===== config.mk =====
export PLATFORM = sky130hd
export DESIGN_NAME = mmio_uart_tx
export DESIGN_NICKNAME = d
export VERILOG_FILES = /design/src/rtl/mmio_uart_pkg.sv /design/src/rtl/mmio_uart_tx_fifo.sv /design/src/rtl/mmio_uart_tx.sv
export SDC_FILE = /design/constraint.sdc
export NUM_CORES = 1
export LEC_CHECK = 0
export ABC_AREA = 1
export BUFFER_PORTS_ARGS = -buffer_cell sky130_fd_sc_hd__buf_4
export CAP_MARGIN = 20
export CORE_MARGIN = 2
export CORE_UTILIZATION = 30
export DETAILED_ROUTE_END_ITERATION = 16
export HOLD_SLACK_MARGIN = 0.03
export MAX_ROUTING_LAYER = met4
export PLACE_DENSITY = 0.53
export SETUP_SLACK_MARGIN = 0.15
export SKIP_LAST_GASP = 1
export SLEW_MARGIN = 15
export SYNTH_ARGS = -nofsm -noshare
export SYNTH_HDL_FRONTEND = slang
export SYNTH_SLANG_ARGS = --single-unit

===== constraint.sdc =====
create_clock -name clk -period 3 [get_ports clk]
set_input_delay 0.15 -clock clk [delete_from_list [all_inputs] [get_ports clk]]
set_output_delay 0.15 -clock clk [all_outputs]
set_load 0.005 [all_outputs]

===== src/rtl/mmio_uart_pkg.sv =====
`default_nettype none
// +------------------------------------------------------------------+
// | mmio_uart_pkg : register map, status bits, funct3 codes, FSM enum |
// | Revision: 1.0                                                     |
// +------------------------------------------------------------------+
package mmio_uart_pkg;

  localparam logic [3:0] TXDATA_OFF = 4'h0;
  localparam logic [3:0] STATUS_OFF = 4'h4;
  localparam logic [3:0] BAUD_OFF   = 4'h8;

  localparam int ST_BUSY    = 0;
  localparam int ST_FULL    = 1;
  localparam int ST_EMPTY   = 2;
  localparam int ST_OVF     = 3;
  localparam int ST_CNT_LSB = 4;

  localparam logic [2:0] F3_SB  = 3'b000;
  localparam logic [2:0] F3_SH  = 3'b001;
  localparam logic [2:0] F3_SW  = 3'b010;
  localparam logic [2:0] F3_LB  = 3'b000;
  localparam logic [2:0] F3_LH  = 3'b001;
  localparam logic [2:0] F3_LW  = 3'b010;
  localparam logic [2:0] F3_LBU = 3'b100;
  localparam logic [2:0] F3_LHU = 3'b101;

  typedef enum logic [1:0] {
    TX_IDLE  = 2'd0,
    TX_START = 2'd1,
    TX_DATA  = 2'd2,
    TX_STOP  = 2'd3
  } tx_state_e;

endpackage
`default_nettype wire


===== src/rtl/mmio_uart_tx_fifo.sv =====
`default_nettype none
// +------------------------------------------------------------------+
// | sync_fifo : single-clock FIFO with full/empty/count outputs       |
// | Revision: 1.0                                                     |
// +------------------------------------------------------------------+
module sync_fifo #(
  parameter int WIDTH = 8,
  parameter int DEPTH = 4,
  localparam int AW = $clog2(DEPTH),
  localparam int CW = AW + 1
) (
  input  logic             clk,
  input  logic             reset,
  input  logic             push_i,
  input  logic [WIDTH-1:0] wdata_i,
  input  logic             pop_i,
  output logic [WIDTH-1:0] rdata_o,
  output logic             full_o,
  output logic             empty_o,
  output logic [CW-1:0]    count_o
);

  logic [WIDTH-1:0] mem_q [DEPTH];
  logic [AW-1:0]    wr_ptr_q;
  logic [AW-1:0]    rd_ptr_q;
  logic [CW-1:0]    count_q;
  logic             w_do_pop;
  logic             w_do_push;

  // A pop frees a slot in the same cycle, so a push while full is still taken.
  assign w_do_pop  = pop_i & ~empty_o;
  assign w_do_push = push_i & (~full_o | w_do_pop);

  always_ff @(posedge clk) begin
    if (reset) begin
      wr_ptr_q <= '0;
      rd_ptr_q <= '0;
      count_q  <= '0;
    end else begin
      if (w_do_push) wr_ptr_q <= wr_ptr_q + 1'b1;
      if (w_do_pop)  rd_ptr_q <= rd_ptr_q + 1'b1;
      if (w_do_push && !w_do_pop)      count_q <= count_q + 1'b1;
      else if (!w_do_push && w_do_pop) count_q <= count_q - 1'b1;
    end
  end

  always_ff @(posedge clk) begin
    if (w_do_push) mem_q[wr_ptr_q] <= wdata_i;
  end

  assign rdata_o = mem_q[rd_ptr_q];
  assign full_o  = (count_q == CW'(DEPTH));
  assign empty_o = (count_q == '0);
  assign count_o = count_q;

endmodule
`default_nettype wire


===== src/rtl/mmio_uart_tx.sv =====
`default_nettype none
// +------------------------------------------------------------------+
// | mmio_uart_tx : memory-mapped 8N1 UART transmitter on the data bus |
// | Revision: 1.0                                                     |
// +------------------------------------------------------------------+
module mmio_uart_tx
  import mmio_uart_pkg::*;
#(
  parameter logic [31:0] BASE_ADDR   = 32'h1000_0000,
  parameter int          FIFO_DEPTH  = 4,
  parameter logic [15:0] DEFAULT_DIV = 16'd868
) (
  input  logic        clk,
  input  logic        reset,
  input  logic        mem_write_en,
  input  logic [2:0]  s_type,
  input  logic [2:0]  l_type,
  input  logic [31:0] mem_addr,
  input  logic [31:0] mem_wdata,
  output logic [31:0] mem_rdata,
  output logic        hit,
  output logic        tx
);

  localparam int CW = $clog2(FIFO_DEPTH) + 1;

  tx_state_e    state_q;
  logic [15:0]  baud_q, baud_d, div_q, cnt_q;
  logic [7:0]   shift_q;
  logic [2:0]   bit_q;
  logic         tx_q, ovf_q;

  logic [3:0]   w_off;
  logic         w_push, w_pop, w_status_wr, w_baud_wr, w_bit_end;
  logic [7:0]   w_fifo_rdata;
  logic         w_full, w_empty;
  logic [CW-1:0] w_count;
  logic [31:0]  w_raw, w_fmt;
  logic         w_unused;

  assign w_unused    = ^mem_wdata[31:16];
  assign w_off       = mem_addr[3:0];
  assign hit         = (mem_addr[31:4] == BASE_ADDR[31:4]);
  assign w_push      = mem_write_en & hit & (w_off == TXDATA_OFF);
  assign w_status_wr = mem_write_en & hit & (w_off == STATUS_OFF);
  assign w_baud_wr   = mem_write_en & hit & (w_off == BAUD_OFF);
  assign w_bit_end   = (cnt_q == div_q - 16'd1);

  sync_fifo #(.WIDTH(8), .DEPTH(FIFO_DEPTH)) u_fifo (
    .clk     (clk),
    .reset   (reset),
    .push_i  (w_push),
    .wdata_i (mem_wdata[7:0]),
    .pop_i   (w_pop),
    .rdata_o (w_fifo_rdata),
    .full_o  (w_full),
    .empty_o (w_empty),
    .count_o (w_count)
  );

  // Pops happen when idle, or at the last cycle of a stop bit for gapless frames.
  always_comb begin
    w_pop = 1'b0;
    if (!w_empty) begin
      if (state_q == TX_IDLE) w_pop = 1'b1;
      else if (state_q == TX_STOP && w_bit_end) w_pop = 1'b1;
    end
  end

  always_comb begin
    baud_d = baud_q;
    if (s_type == F3_SB) baud_d[7:0] = mem_wdata[7:0];
    else                 baud_d      = mem_wdata[15:0];
    if (baud_d == 16'd0) baud_d = 16'd1;
  end

  always_ff @(posedge clk) begin
    if (reset) begin
      baud_q <= DEFAULT_DIV;
      ovf_q  <= 1'b0;
    end else begin
      if (w_baud_wr) baud_q <= baud_d;
      if (w_push && w_full && !w_pop) ovf_q <= 1'b1;
      else if (w_status_wr && mem_wdata[ST_OVF]) ovf_q <= 1'b0;
    end
  end

  always_ff @(posedge clk) begin
    if (reset) begin
      state_q <= TX_IDLE;
      tx_q    <= 1'b1;
      cnt_q   <= '0;
      bit_q   <= '0;
      shift_q <= '0;
      div_q   <= DEFAULT_DIV;
    end else begin
      case (state_q)
        TX_IDLE: begin
          if (w_pop) begin
            shift_q <= w_fifo_rdata;
            div_q   <= baud_q;
            cnt_q   <= '0;
            tx_q    <= 1'b0;
            state_q <= TX_START;
          end
        end
        TX_START: begin
          if (w_bit_end) begin
            cnt_q   <= '0;
            bit_q   <= '0;
            tx_q    <= shift_q[0];
            state_q <= TX_DATA;
          end else begin
            cnt_q <= cnt_q + 16'd1;
          end
        end
        TX_DATA: begin
          if (w_bit_end) begin
            cnt_q <= '0;
            if (bit_q == 3'd7) begin
              tx_q    <= 1'b1;
              state_q <= TX_STOP;
            end else begin
              bit_q   <= bit_q + 3'd1;
              shift_q <= {1'b0, shift_q[7:1]};
              tx_q    <= shift_q[1];
            end
          end else begin
            cnt_q <= cnt_q + 16'd1;
          end
        end
        TX_STOP: begin
          if (w_bit_end) begin
            cnt_q <= '0;
            if (w_pop) begin
              shift_q <= w_fifo_rdata;
              div_q   <= baud_q;
              tx_q    <= 1'b0;
              state_q <= TX_START;
            end else begin
              tx_q    <= 1'b1;
              state_q <= TX_IDLE;
            end
          end else begin
            cnt_q <= cnt_q + 16'd1;
          end
        end
        default: begin
          tx_q    <= 1'b1;
          state_q <= TX_IDLE;
        end
      endcase
    end
  end

  always_comb begin
    w_raw = '0;
    if (w_off == STATUS_OFF) begin
      w_raw[ST_BUSY]          = (state_q != TX_IDLE);
      w_raw[ST_FULL]          = w_full;
      w_raw[ST_EMPTY]         = w_empty;
      w_raw[ST_OVF]           = ovf_q;
      w_raw[ST_CNT_LSB +: 3]  = 3'(w_count);
    end else if (w_off == BAUD_OFF) begin
      w_raw[15:0] = baud_q;
    end
    case (l_type)
      F3_LB:   w_fmt = {{24{w_raw[7]}}, w_raw[7:0]};
      F3_LH:   w_fmt = {{16{w_raw[15]}}, w_raw[15:0]};
      F3_LBU:  w_fmt = {24'd0, w_raw[7:0]};
      F3_LHU:  w_fmt = {16'd0, w_raw[15:0]};
      default: w_fmt = w_raw;
    endcase
  end

  assign mem_rdata = hit ? w_fmt : 32'd0;
  assign tx        = tx_q;

endmodule
`default_nettype wire


### Word level (Yosys, flattened, before mapping)

Memories as Yosys holds them, arrays and structs flattened. A register that Yosys moved wholly into a read port is not among the register bits.
Index checks and enable logic that the tools add are counted.

* register bits: 70
* RAM bits: 32
* input port bits: 73
* output and inout port bits: 34
* memories: 1

* add/subtract/negate cells: 7
* equality and inequality tests: 17
* muxes and demuxes: 47
* bitwise logic cells: 9
* reduce and logical (&&, ||, !) cells: 27

Memory list
* u_fifo.mem_q: depth 4, width 8, rd ports 1, clocked after memory_dff 1, write ports 1, RTL line mmio_uart_tx_fifo.sv:23 `logic [WIDTH-1:0] mem_q [DEPTH];`

Operator list (number)
* $mux W16: 6
* $pmux W32 S3: 1
* $pmux W16 S2: 2
* $mux W8: 5
* $mux W32: 1
* $eq A28 B25 Y1 const B: 1
* $pmux W8 S3: 1
* $add A16 B1 Y16 const B: 1
* $eq A16 B16 Y1: 1
* $logic_not A16 Y1: 1
* $sub A16 B1 Y16 const B: 1
* $mux W3: 5
* $mux W1: 14
* $mux W2: 7
* $reduce_and A4 Y1: 3
* $ne A2 B2 Y1 const B: 5
* $reduce_bool A2 Y1: 5
* $eq A3 B3 Y1 const B: 3
* $logic_not A3 Y1: 3
* $mux W9: 1
* $pmux W2 S4: 1
* $mux W7: 1
* $add A3 B1 Y3 const B: 2
* $and A1 B1 Y1: 6
* 20 further kinds: 30

### Logic depth before layout (Yosys ltp)

Gate-level depths: netlist of the first run.

* depth in word-level cells: 13
* depth in mapped cells: 23
* mapped depth without buffers: 23

### Cells and area by module

From an unflattened synthesis of the first run, not the netlist that was laid out.

* cells, all modules: 788
* area, all modules: 5860.6 µm²

Modules (own cells, without submodules)
* mmio_uart_tx: instances 1, cells each 640, area an instance 4157.7 µm², sequential area each 1261.2 µm²
* sync_fifo: instances 1, cells each 148, area an instance 1702.9 µm², sequential area each 1141.1 µm²

### Least setup slack after synthesis of the first run

Ideal clock, no wire load.

* path kind: reg2reg
* start: reg div_q[0]
* end: reg u_fifo.count_q[2] (netlist: u_fifo.count_o[2])
* setup time: 122 ps
* data arrival time: 2809 ps
* data required time: 2878 ps
* slack: 69 ps
* cell stages (with the launch flop): 24
* buffers on the path: 0
* clock period less this slack: 2931 ps
* cell sequence: dfxtp_1 inv_1 ha_1 nand2_2 nor2_4 nand2_2 nand2_1 nand2_1 inv_1 nand3_1 nor2_2 nand2_4 nand2_4 nand2_4 nand2_1 nand2_2 inv_2 ha_1 inv_1 fa_1 a21oi_1 o21ai_0 o21ai_0 a21oi_1

* word-level cells in the longest chain between the ends: 12
* elaborated cells on any way between the ends: 15
* those cells by class: 1 x add/sub; 1 x eq/ne; 4 x mux; 3 x bitwise; 6 x reduce/logical

Ends and longest elaborated chain
* start: declaration: RTL line mmio_uart_tx.sv:28 `logic [15:0] baud_q, baud_d, div_q, cnt_q;`
* start signal: assignment: RTL line mmio_uart_tx.sv:101 `div_q <= baud_q;`
* start signal: assignment: RTL line mmio_uart_tx.sv:137 `div_q <= baud_q;`
* $sub A16 B1 Y16 *: RTL line mmio_uart_tx.sv:47 `assign w_bit_end = (cnt_q == div_q - 16'd1);`
* $eq A16 B16 Y1 *: RTL line mmio_uart_tx.sv:47
* $logic_and A1 B1 Y1 *: RTL line mmio_uart_tx.sv:66 `else if (state_q == TX_STOP && w_bit_end) w_pop = 1'b1;`
* $mux W1 *: RTL line mmio_uart_tx.sv:66
* $mux W1 *: RTL line mmio_uart_tx.sv:65 `if (state_q == TX_IDLE) w_pop = 1'b1;`
* $mux W1 *: RTL line mmio_uart_tx.sv:64 `if (!w_empty) begin`
* $and A1 B1 Y1 *: RTL line mmio_uart_tx_fifo.sv:31 `assign w_do_pop = pop_i & ~empty_o;`
* $or A1 B1 Y1 *: RTL line mmio_uart_tx_fifo.sv:32 `assign w_do_push = push_i & (~full_o | w_do_pop);`
* $and A1 B1 Y1 *: RTL line mmio_uart_tx_fifo.sv:32
* via u_fifo.w_do_push: RTL line mmio_uart_tx_fifo.sv:28 `logic w_do_push;`
* $logic_not A1 Y1: RTL line mmio_uart_tx_fifo.sv:43 `else if (!w_do_push && w_do_pop) count_q <= count_q - 1'b1;`
* $logic_and A1 B1 Y1: RTL line mmio_uart_tx_fifo.sv:43
* $reduce_bool A2 Y1 (no line)
* end signal: assignment: RTL line mmio_uart_tx_fifo.sv:42 `if (w_do_push && !w_do_pop) count_q <= count_q + 1'b1;`
* end signal: assignment: RTL line mmio_uart_tx_fifo.sv:43
* end: declaration: RTL line mmio_uart_tx_fifo.sv:26 `logic [CW-1:0] count_q;`

The timed path passes the listed nets; every way through them passes the cells marked *.
A chain may end at the register's enable or synchronous reset.

### Worst setup path in the final report of the first run

Same ends and word-level chain as after synthesis.

==> results of run 1 <==
power by group:
group | internal, W | switching, W
clock | 0.000606 | 0.000564
sequential | 0.00163 | 0.000170
combinational | 0.000746 | 0.00125
total | 0.00298 | 0.00199
logic make-up (layout without fill, tap and decap cells):
logic type	after synthesis	count (layout)	synth area share
and+or+nand+nor	382	382	0.290
AOI/OAI and AO/OA	133	133	0.129
buffers and inverters	114	210	0.0871
DFF	104	104	0.409
xor gates and xnor gates	26	26	0.0411
adders and majority gates	16	16	0.0354
muxes	5	5	0.00874
registers in the layout, indices dropped and copies added, names as in the netlist, 3 cells and up, named ones only:
| signal | count |
|---|---|
| shift_q | 8 |
| bit_q | 3 |
| baud_q | 16 |
| div_q | 16 |
| u_fifo.count_o | 3 |
| cnt_q | 16 |
| u_fifo.mem_q | 32 |
layer usage:
layer / routed length, µm / part of all wire / vias up
met5: 0 / 0 / -
met3: 559 / 0.038 / 12
met4: 191 / 0.013 / 0
li1: - / - / 2764
met2: 6930 / 0.47 / 115
met1: 7170 / 0.48 / 2356
worst max path at each step:
| stage | from | endpoint | slack [ns] |
|---|---|---|---|
| 6_report | div_q[0] | u_fifo.count_o[2] | 0.28 |
| 5_1_grt | div_q[1] | u_fifo.count_o[2] | 0.1 |
| 4_1_cts | div_q[1] | u_fifo.count_o[2] | 0.17 |
| 3_5_place_dp | div_q[1] | u_fifo.count_o[2] | 0.03 |
| 3_3_place_gp | div_q[1] | u_fifo.count_o[2] | 0.1 |
| 2_1_floorplan | div_q[0] | u_fifo.count_o[2] | 0.15 |
cell type report:
class | count | share of cell area
multi-input combinational | 562 | 0.419
sequential | 104 | 0.331
timing repair buffer | 120 | 0.126
tap | 265 | 0.0455
inverter | 74 | 0.0381
clock buffer | 10 | 0.0328
clock inverter | 6 | 0.00806
repair_timing:
item,in CTS,in global routing
hold buffers,3,2
pin swaps,7,19
setup endpoints to repair,1,2
buffers inserted,0,3
gates resized for setup,9,25
hold endpoints to repair,12,8
cells in the mapped netlist, types with 2 or more instances:
cell	count	area share
nand3b_1	6	0.0077
ha_1	15	0.032
buf_2	3	0.0026
buf_4	15	0.019
a21oi_1	58	0.049
mux2i_1	4	0.0068
nor2_4	4	0.0077
buf_6	3	0.0058
nand2_2	7	0.0075
xnor2_1	8	0.012
nor3b_1	3	0.0038
nor3_1	8	0.0068
a32o_1	5	0.0085
nand2_1	163	0.10
nand2_4	3	0.0058
nor4_1	9	0.0096
clkbuf_1	17	0.011
nor2_1	110	0.070
clkinv_1	3	0.0019
a211oi_1	12	0.015
nor2_2	7	0.0075
nand4_1	11	0.012
o21ai_0	46	0.039
edfxtp_1	32	0.16
o211ai_1	2	0.0026
dfxtp_1	72	0.25
and2_1	2	0.0021
nand3_1	44	0.038
xor2_1	17	0.025
inv_2	2	0.0013
inv_1	69	0.044
cell usage in the layout (no fill, tap or decap), drive strengths merged, types with 2 or more instances in the layout:
cell type / instances
a211oi: 12
a21oi: 58
a32o: 5
and2: 3
buf: 115
clkbuf: 10
clkinv: 4
dfxtp: 72
dlygate4sd3: 5
edfxtp: 32
ha: 15
inv: 75
mux2i: 4
nand2: 173
nand3: 45
nand3b: 6
nand4: 11
nor2: 121
nor3: 9
nor3b: 3
nor4: 10
o211ai: 2
o21ai: 46
xnor2: 8
xor2: 17
metrics by stage:
stage               worst slack (ns)  cells
floorplan                      0.154    780
global placement              0.0957   1117
detailed placement            0.0294   1117
CTS                            0.167   1136
global route                  0.0974   1141
finish                         0.282   1141
worst register-to-register path, stage by stage, from the launching register on:
cell and delay (ns):
dfxtp_2 0.33, inv_2 0.08, ha_4 0.16, nand2_4 0.07
nor2_4 0.18, nand2_2 0.08, nand2_1 0.06, nand2_1 0.05
inv_1 0.05, nand3_1 0.10, nor2_4 0.17, nand2_4 0.08
nand2_4 0.07, nand2_4 0.06, nand2_4 0.09, nand2_4 0.05
inv_2 0.08, ha_4 0.13, inv_2 0.04, fa_2 0.34
a21oi_2 0.11, o21ai_1 0.09, o21ai_1 0.12, a21oi_1 0.04
==> impl_metrics.py, run 1 <==
metrics = {
    "worst_setup_path": {
        "worstPathRequired_ns": 3.25,
        "cp.depth": 23,
        "path_cells": "inv_2, ha_4, nand2_4, nor2_4, nand2_2, nand2_1, nand2_1, inv_1, nand3_1, nor2_4, nand2_4, nand2_4, nand2_4, nand2_4, nand2_4, inv_2, ha_4, inv_2, fa_2, a21oi_2, o21ai_1, o21ai_1, a21oi_1",
        "reg2reg_slack_ns": 0.28,
        "worstPathMaxFanout": 5,
        "cpMostUsedCell": "nand2_4",
        "start_kind": "register",
        "crit_path_end_kind": "register",
        "cp_data_arrival_time_ns": 2.97,
        "rr_worst_depth": 23,
        "path_class": "reg -> reg",
        "cpPeakStageDelay_ns": 0.34,
        "r2r_start": "div_q[0]",
        "cp_slowest_cell": "fa_2",
        "crit_buf_inv": 4,
        "crit_family": "simple AND/OR/NAND/NOR gates",
        "r2r-end": "u_fifo.count_o[2]",
    },
    "floorplanning": {
        "ios": 107,
        "start_util": 0.304,
        "placementRows": 51,
        "die_h_um": 144,
        "fp.coreArea_um2": 19300,
        "die-area_um2": 20700,
        "die_w_um": 144,
    },
    "timing": {
        "fin_hold_ws_ns": 0.0347,
        "min_period_over_period": 0.906,
        "setup_tns_ns": 0,
        "rsz0062_at_grt": "yes",
        "slew-limit-headroom": 0.602,
        "fin_crit_ns": 2.72,
        "setup_viol": 0,
        "clock_skew_ns": 0.00909,
        "worstMarginPinSlew_ns": 0.596,
        "slew_viol_final": 0,
        "final_hold_viol_count": 0,
        "fmax_mhz": 368,
    },
    "min_path": {
        "hold_path_startpoint": "mem_wdata[1]",
        "min_path_type": "in -> reg",
        "hold_end": "u_fifo.mem_q[3][1]",
        "hold_path_depth": 1,
    },
    "logic_synthesis": {
        "yosysWarnings": 0,
        "yosys_register_bits": 104,
        "synth.distinct_cells": 51,
        "syn_area_per_cell_um2": 7.53,
        "synth_cells": 780,
        "ys.flop_type": "dfxtp_1",
        "synthArstFlopShare": 0,
        "synth-edff-count": 32,
        "seq_area_frac_synth": 0.409,
        "synthesis.nets": 869,
        "syn_area_um2": 5870,
    },
    "clocking": {
        "clkLatencyLatePin_ns": 0.35,
        "cts_buffers": 9,
        "tritoncts": "done",
        "clock-sinks": 104,
        "cts_htree_levels": 3,
        "cts_root_buf": "clkbuf_16",
        "clockBufferDepth": 2,
        "clk_pin_slew_ns": 0.07,
    },
    "grt": {
        "grt_max_degree": 45,
        "busiest_layer": "met2",
        "grt_pass1_vias": 4850,
        "antenna_found_initial": 0,
        "met3_usage": 0.0243,
        "grt_pass1_wl_um": 24100,
        "grt_usage": 0.153,
        "grt_overflow": 0,
        "grt_util_met2": 0.252,
        "use_met1": 0.196,
    },
    "final_layout": {
        "finalCoreUtilization": 0.377,
        "regArea_um2": 2410,
        "drive_above_1_share": 0.205,
        "final_area_um2": 7290,
        "multi_input_area_um2": 3050,
        "n_antenna_cell": 0,
        "area_growth_pct": 24.2,
        "fin_nets": 960,
        "fillerInstances": 2032,
    },
    "route": {
        "vias": 5247,
        "ant_nets": 0,
        "drc": 0,
        "wl_per_cell_um": 13.0,
        "routed_wl_um": 14800,
        "drt_pass1_iterations": 5,
        "first_iter_violations": 308,
        "viasPerCell": 4.60,
    },
    "power": {
        "power.leakage_nw": 3.02,
        "vdd_ir_drop_max_uv": 311,
        "p_total_w": 0.00497,
        "powerDensity_nw_per_um2": 681,
    },
    "placement": {
        "numPortBuffers": 90,
        "post_dp_cell_area_um2": 6820,
        "hpwlAfterDp_um": 11400,
        "gp_congestion": 0.839,
    },
    "outcome": {
        "outcome": "completed",
    },
    "job": {
        "timing.max_cap.violations": 0,
    },
}
(Power assumes the default switching activity.)
==> inputs of run 2 (changes only) <==
==> constraint.sdc (replaced) <==
create_clock -name clk -period 3 [get_ports clk]
set_input_delay 0.6 -clock clk [delete_from_list [all_inputs] [get_ports clk]]
set_output_delay 0.6 -clock clk [all_outputs]
set_load 0.005 [all_outputs]
==> impl_metrics.py, run 2 (synthesis gave the netlist of run 1 again) <==
metrics = {
    "clocking": {
        "cts_buffers": 9,
        "clk_pin_slew_ns": 0.08,
        "clockBufferDepth": 2,
        "clkLatencyLatePin_ns": 0.36,
        "cts_root_buf": "clkbuf_16",
        "cts_htree_levels": 3,
        "clock-sinks": 104,
        "tritoncts": "done",
        "cts.hold.buffers_added": 0,
    },
    "route": {
        "wl_per_cell_um": 13.0,
        "drt_pass1_iterations": 5,
        "first_iter_violations": 316,
        "routed_wl_um": 14800,
        "vias": 5289,
        "ant_nets": 0,
        "drc": 0,
        "viasPerCell": 4.64,
    },
    "power": {
        "clock_power_share": 0.254,
        "p_total_w": 0.00506,
        "powerDensity_nw_per_um2": 689,
        "combPwrFrac": 0.390,
        "p_seq_frac": 0.355,
        "p_switching_w": 0.00197,
        "netSwitchingFraction": 0.389,
        "p_int_w": 0.00309,
        "vdd_ir_drop_max_uv": 355,
        "power.leakage_nw": 3.03,
    },
    "placement": {
        "post_dp_cell_area_um2": 6850,
        "hpwlAfterDp_um": 11300,
        "gp_congestion": 0.872,
        "dp.cells": 1119,
        "numPortBuffers": 90,
        "dp_slack_ns": 0.0446,
    },
    "grt": {
        "grt_max_degree": 45,
        "grt_pass1_vias": 4934,
        "antenna_found_initial": 0,
        "grt_usage": 0.157,
        "grt_overflow": 0,
        "grt_pass1_wl_um": 24700,
    },
    "floorplanning": {
        "die_h_um": 144,
        "start_util": 0.304,
        "fp.coreArea_um2": 19300,
        "die-area_um2": 20700,
        "ios": 107,
        "die_w_um": 144,
        "placementRows": 51,
    },
    "timing": {
        "min_period_over_period": 0.920,
        "worstMarginPinSlew_ns": 0.616,
        "setup_viol": 0,
        "fmax_mhz": 362,
        "layout_setup_ws_ns": 0.241,
        "slew-limit-headroom": 0.588,
        "slew_viol_final": 0,
        "setup_tns_ns": 0,
        "rsz0062_at_grt": "yes",
        "clock_skew_ns": 0.0113,
        "final_hold_viol_count": 0,
        "fin_crit_ns": 2.76,
    },
    "final_layout": {
        "final_area_um2": 7350,
        "fin_nets": 958,
        "mostFrequentLayoutCells": "161 x nand2_1, 117 x buf_4, 102 x nor2_1, 69 x dfxtp_1, 65 x inv_1",
        "area_growth_pct": 25.1,
        "largest_reg_flops": 32,
        "regMostFlops": "u_fifo.mem_q",
        "drive_above_1_share": 0.213,
        "multi_input_area_um2": 3100,
        "fillerInstances": 2001,
        "final_common_cell": "nand2_1",
        "fin_cells": 1139,
        "n_antenna_cell": 0,
        "regArea_um2": 2410,
    },
    "worst_setup_path": {
        "worstPathMaxFanout": 5,
        "cp_data_arrival_time_ns": 3.01,
        "start_kind": "register",
        "worstPathRequired_ns": 3.25,
        "crit_path_end_kind": "register",
        "path_class": "reg -> reg",
    },
    "job": {
        "timing.max_cap.violations": 0,
    },
    "outcome": {
        "outcome": "completed",
    },
    "min_path": {
        "min_path_type": "reg -> reg",
    },
}
-- run 2: cell count changes in the layout (fill, tap and decap cells not counted), moves of 2 or more --
cell,before,now
dlygate4sd3_1,5,0
a211oi_1,12,8
a211oi_2,0,4
buf_4,113,117
dfxtp_1,65,69
dfxtp_2,7,3
buf_6,2,0
bufinv_16,0,2
inv_4,0,2
nor2_1,104,102
nor2_4,9,11
-- run 2: worst max-delay path, stage by stage (launching register included) --
cell and delay, ns:
dfxtp_2 0.33, inv_2 0.07, buf_4 0.15, nand2_4 0.08, nor2_4 0.16, nand2_1 0.07
nand2_1 0.10, nand2_1 0.06, nor2_1 0.08, nand2_1 0.09, nor2_4 0.15, nand2_4 0.07
nand2_4 0.08, nand2_4 0.06, nand2_4 0.08, nand2_4 0.05, inv_4 0.07, ha_4 0.14
inv_4 0.04, fa_2 0.35, a21oi_2 0.15, o21ai_2 0.07, o21ai_1 0.12, a21oi_1 0.05
-- run 2: worst paths after layout --
kind	slack (ns)	end	from	cells after the start
setup / recovery	0.24	u_fifo.count_o[2]	div_q[0]	23
hold / removal	0.46	shift_q[6]	shift_q[6]	2
setup reg to reg	0.24	u_fifo.count_o[2]	div_q[0]	23
hold reg to reg	0.46	shift_q[6]	shift_q[6]	2
-- run 2: layout make-up --
type | instances | share of cell area
tap | 265 | 0.0451
sequential | 104 | 0.328
clock buffer | 9 | 0.0307
timing repair buffer | 118 | 0.122
multi-input combinational | 562 | 0.422
inverter | 74 | 0.0385
clock inverter | 7 | 0.0136
-- run 2: per-layer routing --
| layer | track usage | vias up | wire length, µm |
|---|---|---|---|
| li1 | - | 2759 | - |
| met1 | 0.205 | 2373 | 7080 |
| met2 | 0.249 | 139 | 6690 |
| met3 | 0.0250 | 18 | 835 |
| met4 | 0.0511 | 0 | 245 |
| met5 | - | - | 0 |
-- run 2: per-stage QoR --
| step | utilization | hold WS (ns) |
|---|---|---|
| 2_1_floorplan | - | 0.438 |
| 3_5_place_dp | 0.354 | 0.456 |
| 4_1_cts | 0.373 | 0.457 |
| 6_report | 0.380 | 0.464 |
| 5_1_grt | 0.380 | 0.460 |
| 3_3_place_gp | 0.354 | 0.448 |
-- run 2: timing repair --
item / 4_1_cts / 5_1_grt
buffers inserted: 1 / 3
endpoints found under the setup margin: 1 / 24
pin swaps: 8 / 20
resized for setup: 11 / 27
-- run 2: power by group through the flow --
stage	sequential, W	combinational (W)	clock, W
3_5_place_dp	0.00181	0.00190	0
3_3_place_gp	0.00181	0.00188	0
2_1_floorplan	0.00177	0.00146	0
4_1_cts	0.00178	0.00194	0.00132
5_1_grt	0.00183	0.00229	0.00137
6_report	0.00180	0.00198	0.00129
==> inputs of run 3 (changes only) <==
- CELL_PAD_IN_SITES_DETAIL_PLACEMENT: not set -> 1
- CELL_PAD_IN_SITES_GLOBAL_PLACEMENT: not set -> 2
- CORE_UTILIZATION: 30 -> 29
- PLACE_DENSITY: 0.53 -> 0.8
==> impl_metrics.py, run 3 (synthesis gave the netlist of run 1 again) <==
metrics = {
    "clocking": {
        "cts_htree_levels": 3,
        "clock-sinks": 104,
        "clk_pin_slew_ns": 0.09,
        "clockBufferDepth": 2,
        "clkLatencyLatePin_ns": 0.37,
        "cts_buffers": 9,
        "tritoncts": "done",
        "cts_root_buf": "clkbuf_16",
    },
    "grt": {
        "grt_pass1_vias": 5469,
        "grt_max_degree": 36,
        "grt_pass1_wl_um": 28100,
        "antenna_found_initial": 0,
        "grt_overflow": 0,
        "grt_usage": 0.168,
    },
    "timing": {
        "fmax_mhz": 353,
        "setup_tns_ns": 0,
        "fin_crit_ns": 2.83,
        "clock_skew_ns": 0.0127,
        "setup_viol": 0,
        "worstMarginPinSlew_ns": 0.481,
        "slew-limit-headroom": 0.679,
        "final_hold_viol_count": 0,
        "min_period_over_period": 0.945,
        "rsz0062_at_grt": "yes",
        "slew_viol_final": 0,
    },
    "route": {
        "wl_per_cell_um": 14.8,
        "viasPerCell": 4.73,
        "vias": 5521,
        "drt_pass1_iterations": 4,
        "drc": 0,
        "ant_nets": 0,
        "first_iter_violations": 253,
        "routed_wl_um": 17300,
    },
    "placement": {
        "gp_congestion": 0.768,
        "hpwlAfterDp_um": 13300,
        "numPortBuffers": 90,
    },
    "worst_setup_path": {
        "path_cells": "inv_4, ha_4, nand2_8, nor2_4, buf_4, nand2_1, nand2_1, nand2_1, nand3_2, nor2_4, nand2_4, nand2_4, nand2_4, nand2_4, nand2_4, inv_4, ha_4, inv_4, fa_2, a21oi_2, o21ai_2, o21ai_1, a21oi_1",
        "cpMostUsedCell": "nand2_4",
        "r2r-end": "u_fifo.count_o[2]",
        "cp_slowest_cell": "dfxtp_4",
        "r2r_start": "div_q[1]",
        "worstPathMaxFanout": 6,
        "worstPathRequired_ns": 3.26,
        "cpPeakStageDelay_ns": 0.38,
        "reg2reg_slack_ns": 0.17,
        "crit_buf_inv": 4,
        "start_kind": "register",
        "crit_family": "simple AND/OR/NAND/NOR gates",
        "rr_worst_depth": 23,
        "cp_data_arrival_time_ns": 3.09,
        "crit_path_end_kind": "register",
        "path_class": "reg -> reg",
    },
    "final_layout": {
        "n_antenna_cell": 0,
        "largest_reg_flops": 32,
        "fillerInstances": 2513,
        "area_growth_pct": 29.7,
        "drive_above_1_share": 0.258,
        "mostFrequentLayoutCells": "157 x nand2_1, 138 x buf_4, 98 x nor2_1, 63 x inv_1, 63 x dfxtp_1",
        "regMostFlops": "u_fifo.mem_q",
        "final_common_cell": "nand2_1",
        "fin_nets": 981,
    },
    "floorplanning": {
        "ios": 107,
        "die-area_um2": 21400,
        "die_w_um": 146,
        "fp.coreArea_um2": 20000,
        "start_util": 0.293,
        "placementRows": 52,
        "die_h_um": 146,
    },
    "min_path": {
        "hold_path_depth": 1,
        "hold_end": "u_fifo.mem_q[0][3]",
        "hold_path_startpoint": "mem_wdata[3]",
        "min_path_type": "in -> reg",
    },
    "job": {
        "timing.max_cap.violations": 0,
    },
    "power": {
        "power.leakage_nw": 3.16,
        "vdd_ir_drop_max_uv": 318,
        "p_total_w": 0.00536,
        "powerDensity_nw_per_um2": 704,
    },
    "outcome": {
        "outcome": "completed",
    },
}
run 3: cell count changes in the layout (fill, tap and decap cells not counted), sizes merged:
cell	delta
buf	+23
bufinv	-2
clkinvlp	-1
inv	+3
run 3: area by class of cell:
class / instances / area [µm²] / area share
multi-input cells: 562 / 3180 / 0.418
well taps: 270 / 338 / 0.0444
inverters: 74 / 285 / 0.0375
repair buffers: 141 / 1080 / 0.142
flip-flops and latches: 104 / 2420 / 0.317
clock buffers: 9 / 225 / 0.0296
clock inverters: 7 / 91.3 / 0.0120
run 3: metal layers:
layer | GRT usage | up-vias | share of wire
met3 | 0.0284 | 17 | 0.047
met5 | - | - | 0
met4 | 0.0451 | 0 | 0.013
met1 | 0.226 | 2579 | 0.48
li1 | - | 2802 | -
met2 | 0.264 | 123 | 0.46
run 3: metrics by stage:
| step | instances | hold WS (ns) | setup WS, ns | utilization | instance area [µm²] |
|---|---|---|---|---|---|
| 2_1_floorplan | 780 | 0.438 | 0.154 | - | 5890 |
| 3_3_place_gp | 1133 | 0.452 | 0.0242 | 0.345 | 6920 |
| 3_5_place_dp | 1133 | 0.461 | -0.0635 | 0.345 | 6920 |
| 4_1_cts | 1159 | 0.446 | 0.142 | 0.369 | 7390 |
| 5_1_grt | 1167 | 0.447 | -0.0458 | 0.380 | 7620 |
| 6_report | 1167 | 0.453 | 0.165 | 0.380 | 7620 |
run 3: repair_timing:
item	in CTS	in global routing
gates resized for setup	22	46
setup endpoints to repair	2	47
pin swaps	19	22
setup buffers	10	8
hold buffers	0	0
run 3: worst max-delay path by stage:
stage | startpoint | endpoint | depth (start not counted)
floorplan | div_q[0] | u_fifo.count_o[2] | 23
global placement | div_q[1] | u_fifo.count_o[2] | 23
detailed placement | div_q[1] | u_fifo.count_o[2] | 23
CTS | div_q[1] | u_fifo.count_o[2] | 23
global route | div_q[0] | u_fifo.count_o[2] | 23
finish | div_q[1] | u_fifo.count_o[2] | 23
run 3: where the power goes:
group | internal [W] | switching (W)
Combinational | 0.000866 | 0.00141
Clock | 0.000615 | 0.000653
Sequential | 0.00163 | 0.000187
Total | 0.00311 | 0.00225
